`src/rtl/cache_cfg_pkg.sv`:
```
// Cache geometry shared by the controller and its sub-FSMs.
package cache_cfg_pkg;
    localparam int unsigned NUM_ENTRIES = 8;
    localparam int unsigned VALUE_WIDTH = 32;
endpackage

```
`src/rtl/ctrl_types_pkg.sv`:
```
// Types shared between the main controller and its sub-FSMs.
package ctrl_types_pkg;
    typedef struct packed {
        logic done;
        logic error;
    } sub_cmd_t;
endpackage

```
`src/rtl/get_fsm.sv`:
```
// GET sub-FSM: looks up a key's entry, captures its value and streams it out
// LSB beat first over a valid/ready handshake, then reports done or error.
module get_fsm #(
    parameter int unsigned NUM_ENTRIES = cache_cfg_pkg::NUM_ENTRIES,
    parameter int unsigned VALUE_WIDTH = cache_cfg_pkg::VALUE_WIDTH,
    parameter int unsigned BEAT_WIDTH  = 8
) (
    input  logic                     clk,
    input  logic                     rst_n,
    input  logic                     en,
    input  logic                     enter,
    input  logic                     hit,
    input  logic [NUM_ENTRIES-1:0]   used,
    input  logic [NUM_ENTRIES-1:0]   idx_in,
    input  logic [VALUE_WIDTH-1:0]   value_in,
    output logic                     select_out,
    output logic                     read_out,
    output logic [NUM_ENTRIES-1:0]   idx_out,
    output logic [BEAT_WIDTH-1:0]    rd_data,
    output logic                     rd_valid,
    input  logic                     rd_ready,
    output logic                     rd_last,
    output ctrl_types_pkg::sub_cmd_t cmd
);

    localparam int unsigned NUM_BEATS = VALUE_WIDTH / BEAT_WIDTH;
    localparam int unsigned CNT_W     = (NUM_BEATS > 1) ? $clog2(NUM_BEATS) : 1;
    localparam logic [CNT_W-1:0] LAST_BEAT = CNT_W'(NUM_BEATS - 1);

    if ((VALUE_WIDTH % BEAT_WIDTH) != 0) begin : g_bad_beat_width
        $error("get_fsm: VALUE_WIDTH must be a multiple of BEAT_WIDTH");
    end

    typedef enum logic [1:0] {
        GET_ST_IDLE,
        GET_ST_LOOKUP,
        GET_ST_STREAM
    } get_state_e;

    get_state_e             state_q, state_d;
    logic [VALUE_WIDTH-1:0] value_q, value_d;
    logic [NUM_ENTRIES-1:0] idx_q, idx_d;
    logic [CNT_W-1:0]       beat_cnt_q, beat_cnt_d;

    logic                   lookup_ok;
    logic [BEAT_WIDTH-1:0]  beat_data;

    // A lookup is usable only for a single, occupied, matching entry.
    assign lookup_ok = hit && $onehot(idx_in) && ((idx_in & used) != '0);

    always_comb begin
        beat_data = '0;
        for (int unsigned b = 0; b < NUM_BEATS; b++) begin
            if (beat_cnt_q == CNT_W'(b)) begin
                beat_data = value_q[b*BEAT_WIDTH +: BEAT_WIDTH];
            end
        end
    end

    // Next-state, register updates and combinational outputs.
    always_comb begin
        state_d    = state_q;
        value_d    = value_q;
        idx_d      = idx_q;
        beat_cnt_d = beat_cnt_q;
        select_out = 1'b0;
        read_out   = 1'b0;
        idx_out    = '0;
        rd_data    = '0;
        rd_valid   = 1'b0;
        rd_last    = 1'b0;
        cmd        = '0;

        if (enter) begin
            state_d    = GET_ST_LOOKUP;
            beat_cnt_d = '0;
        end else if (en) begin
            case (state_q)
                GET_ST_IDLE: begin
                    state_d = GET_ST_IDLE;
                end
                GET_ST_LOOKUP: begin
                    if (lookup_ok) begin
                        select_out = 1'b1;
                        read_out   = 1'b1;
                        idx_out    = idx_in;
                        value_d    = value_in;
                        idx_d      = idx_in;
                        beat_cnt_d = '0;
                        state_d    = GET_ST_STREAM;
                    end else begin
                        cmd.error  = 1'b1;
                        state_d    = GET_ST_IDLE;
                    end
                end
                GET_ST_STREAM: begin
                    rd_valid = 1'b1;
                    rd_data  = beat_data;
                    rd_last  = (beat_cnt_q == LAST_BEAT);
                    idx_out  = idx_q;
                    if (rd_ready) begin
                        if (beat_cnt_q == LAST_BEAT) begin
                            cmd.done   = 1'b1;
                            beat_cnt_d = '0;
                            state_d    = GET_ST_IDLE;
                        end else begin
                            beat_cnt_d = beat_cnt_q + CNT_W'(1);
                        end
                    end
                end
                default: begin
                    state_d = GET_ST_IDLE;
                end
            endcase
        end
    end

    always_ff @(posedge clk or negedge rst_n) begin
        if (!rst_n) begin
            state_q    <= GET_ST_IDLE;
            value_q    <= '0;
            idx_q      <= '0;
            beat_cnt_q <= '0;
        end else begin
            state_q    <= state_d;
            value_q    <= value_d;
            idx_q      <= idx_d;
            beat_cnt_q <= beat_cnt_d;
        end
    end

endmodule

```
`config.mk`:
```
export PLATFORM = sky130hd
export DESIGN_NAME = get_fsm
export DESIGN_NICKNAME = d
export VERILOG_FILES = /design/src/rtl/cache_cfg_pkg.sv /design/src/rtl/ctrl_types_pkg.sv /design/src/rtl/get_fsm.sv
export SDC_FILE = /design/constraint.sdc
export NUM_CORES = 1
export LEC_CHECK = 0
export ABC_AREA = 1
export BUFFER_PORTS_ARGS = -buffer_cell sky130_fd_sc_hd__buf_2
export CORE_AREA = 2 2 95 97
export DETAILED_ROUTE_END_ITERATION = 10
export DIE_AREA = 0 0 97 99
export SETUP_SLACK_MARGIN = 0.2
export SLEW_MARGIN = 5
export SYNTH_ARGS = -nofsm -noshare
export SYNTH_HDL_FRONTEND = slang
export SYNTH_SLANG_ARGS = --single-unit
```
`constraint.sdc`:
```
create_clock -name clk -period 8.2 [get_ports clk]
set_input_delay 0.82 -clock clk [delete_from_list [all_inputs] [get_ports clk]]
set_output_delay 0.82 -clock clk [all_outputs]
set_load 0.1 [all_outputs]
```
# After elaboration in Yosys (flattened, before gate mapping)
# Cells that the tools add are included.
[word_totals]
register_bits = 44
input_bits = 54
[classes]
add_sub_neg = 8
n_eq_ne = 9
muxes = 40
n_bitwise = 2
reduce_logical = 9
[ops]
columns = ["operator", "count"]
rows = [
  ["$mux W8", 10],
  ["$mux W2", 12],
  ["$pmux W8 S2", 1],
  ["$mux W1", 15],
  ["$ne A3 B3 Y1 const B", 3],
  ["$add A1 B1 Y2", 4],
  ["$and A8 B8 Y8", 1],
  ["$pmux W2 S2", 2],
  ["$reduce_and A4 Y1", 2],
  ["$reduce_bool A8 Y1", 1],
  ["$add A2 B2 Y3", 2],
  ["$eq A2 B2 Y1 const B", 3],
  ["$add A3 B3 Y4", 1],
  ["$eq A2 B1 Y1 const B", 2],
  ["$eq A4 B1 Y1 const B", 1],
  ["$reduce_and A3 Y1", 1],
  ["$reduce_bool A3 Y1", 1],
  ["$add A2 B1 Y2 const B", 1],
  ["$logic_and A1 B1 Y1", 2],
  ["$logic_not A2 Y1", 1],
  ["$reduce_bool A2 Y1", 1],
  ["$not A1 Y1", 1],
]

# Longest topological paths before layout
[logic_depth]
ltp_word = 10
mapped_depth = 18

# Least setup slack after synthesis
# OpenSTA, ideal clock, no wires.
[synth_path]
path_kind = "input to output"
startpoint = "input port idx_in[0]"
endpoint = "output port cmd[0] (netlist name)"
arrival_time_ps = 5310
required_time_ps = 7380
path_slack_ps = 2070
cell_stages = 13
path_buffers = 0
cell_sequence = "inv_1 fa_1 fa_1 fa_1 inv_1 ha_1 inv_1 fa_1 nand3_1 nor2_1 nand2_1 a21oi_4 nor3_1"
[synth_rtl]
columns = ["element", "line", "source"]
rows = [
  ["from (decl)", "get_fsm.sv:14", "input logic [NUM_ENTRIES-1:0] idx_in,"],
  ["to (decl)", "get_fsm.sv:23", "output ctrl_types_pkg::sub_cmd_t cmd"],
]

# Worst setup path after layout
[layout_path]
startpoint = "input port idx_in[0]"
endpoint = "output port read_out"
[layout_between]
elab_chain_cells = 10
word_cells_on_any_way = 12
classes_between = "add/sub: 3; eq/ne: 1; mux: 4; bitwise: 1; reduce/logical: 3"
[layout_lines]
columns = ["element", "line", "source"]
rows = [
  ["$add A1 B1 Y2 (implied by the code)", "get_fsm.sv:49", "assign lookup_ok = hit && $onehot(idx_in) && ((idx_in & used) != '0);"],
  ["$add A2 B2 Y3 (implied by the code)", "get_fsm.sv:49", ""],
  ["$add A3 B3 Y4 (implied by the code)", "get_fsm.sv:49", ""],
  ["$eq A4 B1 Y1", "get_fsm.sv:49", ""],
  ["$logic_and A1 B1 Y1", "get_fsm.sv:49", ""],
  ["$logic_and A1 B1 Y1 *", "get_fsm.sv:49", ""],
  ["$mux W1 *", "get_fsm.sv:83", "if (lookup_ok) begin"],
  ["$mux W1 *", "get_fsm.sv:78", "case (state_q)"],
  ["$mux W1 *", "get_fsm.sv:77", "end else if (en) begin"],
  ["$mux W1 *", "get_fsm.sv:74", "if (enter) begin"],
  ["to (decl)", "get_fsm.sv:17", "output logic read_out,"],
]
# Every way passes the cells marked *; elsewhere a longest branch is shown, timed or not.

==> metrics.md <==
| Metric | Value |
|---|---|
| Outcome | complete, no violations |
| Synth top cells by count | nand2_1, dfrtp_1, inv_1, o21ai_0, nand3_1 |
| CP required | 7380 ps |
| Slew Viols, Final | 0 |
| Lkg Pwr | 0.001680 uW |
| Post-synth EDFFs | 0 |
| Reg clk slew, reported paths | 90 ps |
| CP Max Fanout | 48 |
| Fin Clk Skew | 7.451 ps |
| GP Congestion | 0.7940 |
| Global-route usage over all layers | 0.1345 |
| Kind of critical path | input port to output port |
| Crit path buf inv count | 6 |
| Final hold vios | 0 |
| WL per Instance | 12.37 um |
| DRC violations left | 0 |
| Slew margin rel. | 0.3380 |
| Largest family of logic cells by synthesized area | simple AND/OR/NAND/NOR gates |
| XOR/XNOR Fraction of Synth Area | 0 |
| H-tree levels | 2 |
| Dpl cells | 506 |
| Via count | 2,270 |
| Peak VDD IR | 0.00006121 V |
| TritonRoute pass-1 iters | 4 |
| Core area | 8551 um^2 |
| HPWL Detailed | 4647 um |
| Worst Setup End Kind | output port |
| Main flop type after synthesis | dfrtp_1 |
| Routed WL | 6356 um |
| Initial Utilization | 0.2937 |
| Root buffer cell | clkbuf_8 |
| Synth async-reset ratio | 1.000 |
| Power density over cell area | 209.4 nW/um^2 |
| Final TNS setup | 0 ps |
| RSZ-0062 raised after global routing | false |
| Final setup fails | 0 |
| Synth Cell Area | 2511 um^2 |
| Final worst path period need | 6323 ps |
| DR iter-0 viols | 146 |
| Seq/Total Area, Yosys | 0.4385 |
| Startpoint types | input port |
| First-pass GRT wire length | 10,490 um |
| Post-synth top area share | 0.4385 |
| Area growth syn-to-layout | 19.63% |
| Crit path cell chain | buf_2, inv_1, fa_1, fa_1, fa_1, inv_1, ha_1, inv_1, fa_1, nand3_1, nor2_1, nand2_1, a21oi_4, nand2_2, inv_2, buf_2 |
| Total of max-cap violations | 0 |
| DRT antenna net count | 0 |
| Nets | 472 |
| FMAX | 0.1582 GHz |
| IO Pins | 76 |
| Post CTS Setup Buffer Count | 0 |
| Maximum buffer depth of the clock tree | 2 |
| Slowest cell on crit path | inv_2 |
| Antenna cells | 0 |
| Compound-cell area share of the yosys netlist | 0.09417 |
| Most frequent cell after synthesis | nand2_1 |
| Clock insertion delay at the later pin of the skew report | 300 ps |
| CP most frequent cell | fa_1 |
| Synthesis-stage register bit count | 44 |
| Vias per cell | 4.416 |
| Row count | 34 |
| Post-synthesis instance total | 338 |
| Chip width | 97 um |
| CTS tree | yes |
| Synth area leaders | dfrtp_1, nand2_1, o21ai_0 |
| Initial antenna violation count | 0 |
| Largest net degree at the start of global routing | 49 |
| Fin crit share | 0.7711 |
| Syn nets | 405 |
| Filler-free cell count of the finished design | 514 |
| Tightest Hold Check Type | register to register |
| Synth cell types | 21 |
| Synth Area in Adders | 0.07673 |
| CTS sink cnt | 44 |
| Total Die Area | 9603 um^2 |
| Share of cells above drive strength 1 | 0.2143 |
| CTS Buf Count | 5 |
| Vias in the first global route | 2,164 |
| Mux cell area share after synthesis | 0 |
| CTS resizes | 0 |
| Worst path top cell family by delay | adder cells |
| Slew @ Worst Pin | 993.0 ps |
| PortBufs | 75 |
| Worst path arrival time | 5500 ps |
| Total grt overflow | 0 |
| Yosys warns | 0 |
| Mapped Avg Cell Area | 7.429 um^2 |
| Yosys top cell by area | dfrtp_1 |
| Simple-gate area share of the yosys netlist | 0.3044 |
| Crit path largest cell delay | 690 ps |
| Die Height | 99 um |
| Hold_buf cts | 0 |
## cells in the final DEF, fill, tap and decap left out, drive strengths merged
cell type  netlist  final
inv             26     26
or2              1      1
dfrtp           44     44
fa               4      4
ha               9      9
nand2          161    161
clkinv           1      1
nand3           20     20
buf             10     75
a21oi           18     18
clkbuf           5      6
o22ai            2      2
o21ai           23     23
nor3             2      2
o21a             1      1
nor2            11     11
clkinvlp         0      2
## cell type report
| class | instances | area [um^2] |
|---|---|---|
| Sequential cell | 44 | 1101 |
| Tap cell | 108 | 135.1 |
| Timing Repair Buffer | 75 | 375.4 |
| Multi-Input combinational cell | 252 | 1194 |
| Clock inverter | 2 | 15.01 |
| Clock buffer | 6 | 82.58 |
| Fill cell | 906 | 5547 |
| Inverter | 27 | 101.3 |
## path summary, 6_finish.rpt
path | from | depth (start not counted) | to | slack (ps)
worst max-delay path | idx_in[0] | 16 | read_out | 1880
worst min register to register | value_q[4]$_DFFE_PN0P_ | 2 | value_q[4]$_DFFE_PN0P_ | 480
max in group asynchronous | rst_n | 1 | idx_q[4]$_DFFE_PN0P_ | 6900
worst min-delay path | value_q[4]$_DFFE_PN0P_ | 2 | value_q[4]$_DFFE_PN0P_ | 480
min in group asynchronous | rst_n | 1 | value_q[31]$_DFFE_PN0P_ | 680
worst max register to register | state_q[1]$_DFFE_PN0P_ | 8 | value_q[9]$_DFFE_PN0P_ | 5560
## routing by layer
metal / vias up / wire length (um) / share of wire / GRT usage
li1: 1187 / - / - / -
met5: - / 0 / 0 / 0
met3: 4 / 202 / 0.032 / 0.02411
met2: 39 / 3068 / 0.48 / 0.2217
met4: 0 / 53 / 0.0083 / 0.03575
met1: 1040 / 3032 / 0.48 / 0.1836
## sequential cells by signal (all words and copies together) (netlist names)
signal	flops
state_q	2
idx_q	8
value_q	32
beat_cnt_q	2
## kinds of logic (layout without fill, tap and decap cells)
kind of cell               Yosys count  count (layout)
AOI/OAI and AO/OA                   44              44
DFF                                 44              44
and+or+nand+nor                    195             195
adders and majority gates           13              13
buffers and inverters               42             110
## power breakdown
| part | leakage [uW] | internal (uW) | switching (uW) |
|---|---|---|---|
| clock network | 0.0000434 | 68.3 | 77.3 |
| logic | 0.00105 | 65.1 | 93.3 |
| registers | 0.000584 | 286 | 39.1 |
| total | 0.00168 | 419 | 210 |
## through the flow
stage                 util  setup WS (ps)  cell area, um^2  hold WS (ps)  power, uW
finish              0.3513           1877             3004         484.8      629.2
floorplan                -           2070             2511         443.6      435.2
CTS                 0.3513           1872             3004         484.9      635.2
global placement    0.3399           1957             2907         456.1      481.6
global route        0.3513           1617             3004         508.3      676.7
detailed placement  0.3399           1880             2907         463.7      487.2
## worst reg2reg max path: stages (launching register included)
cell and delay (ps):
dfrtp_1 390, inv_1 80, ha_1 370, inv_1 120, nor2_1 150, nand2_2 500, inv_2 710, nand2_1 170
nand2_1 90
No activity file was read; power rests on OpenSTA's default activity.
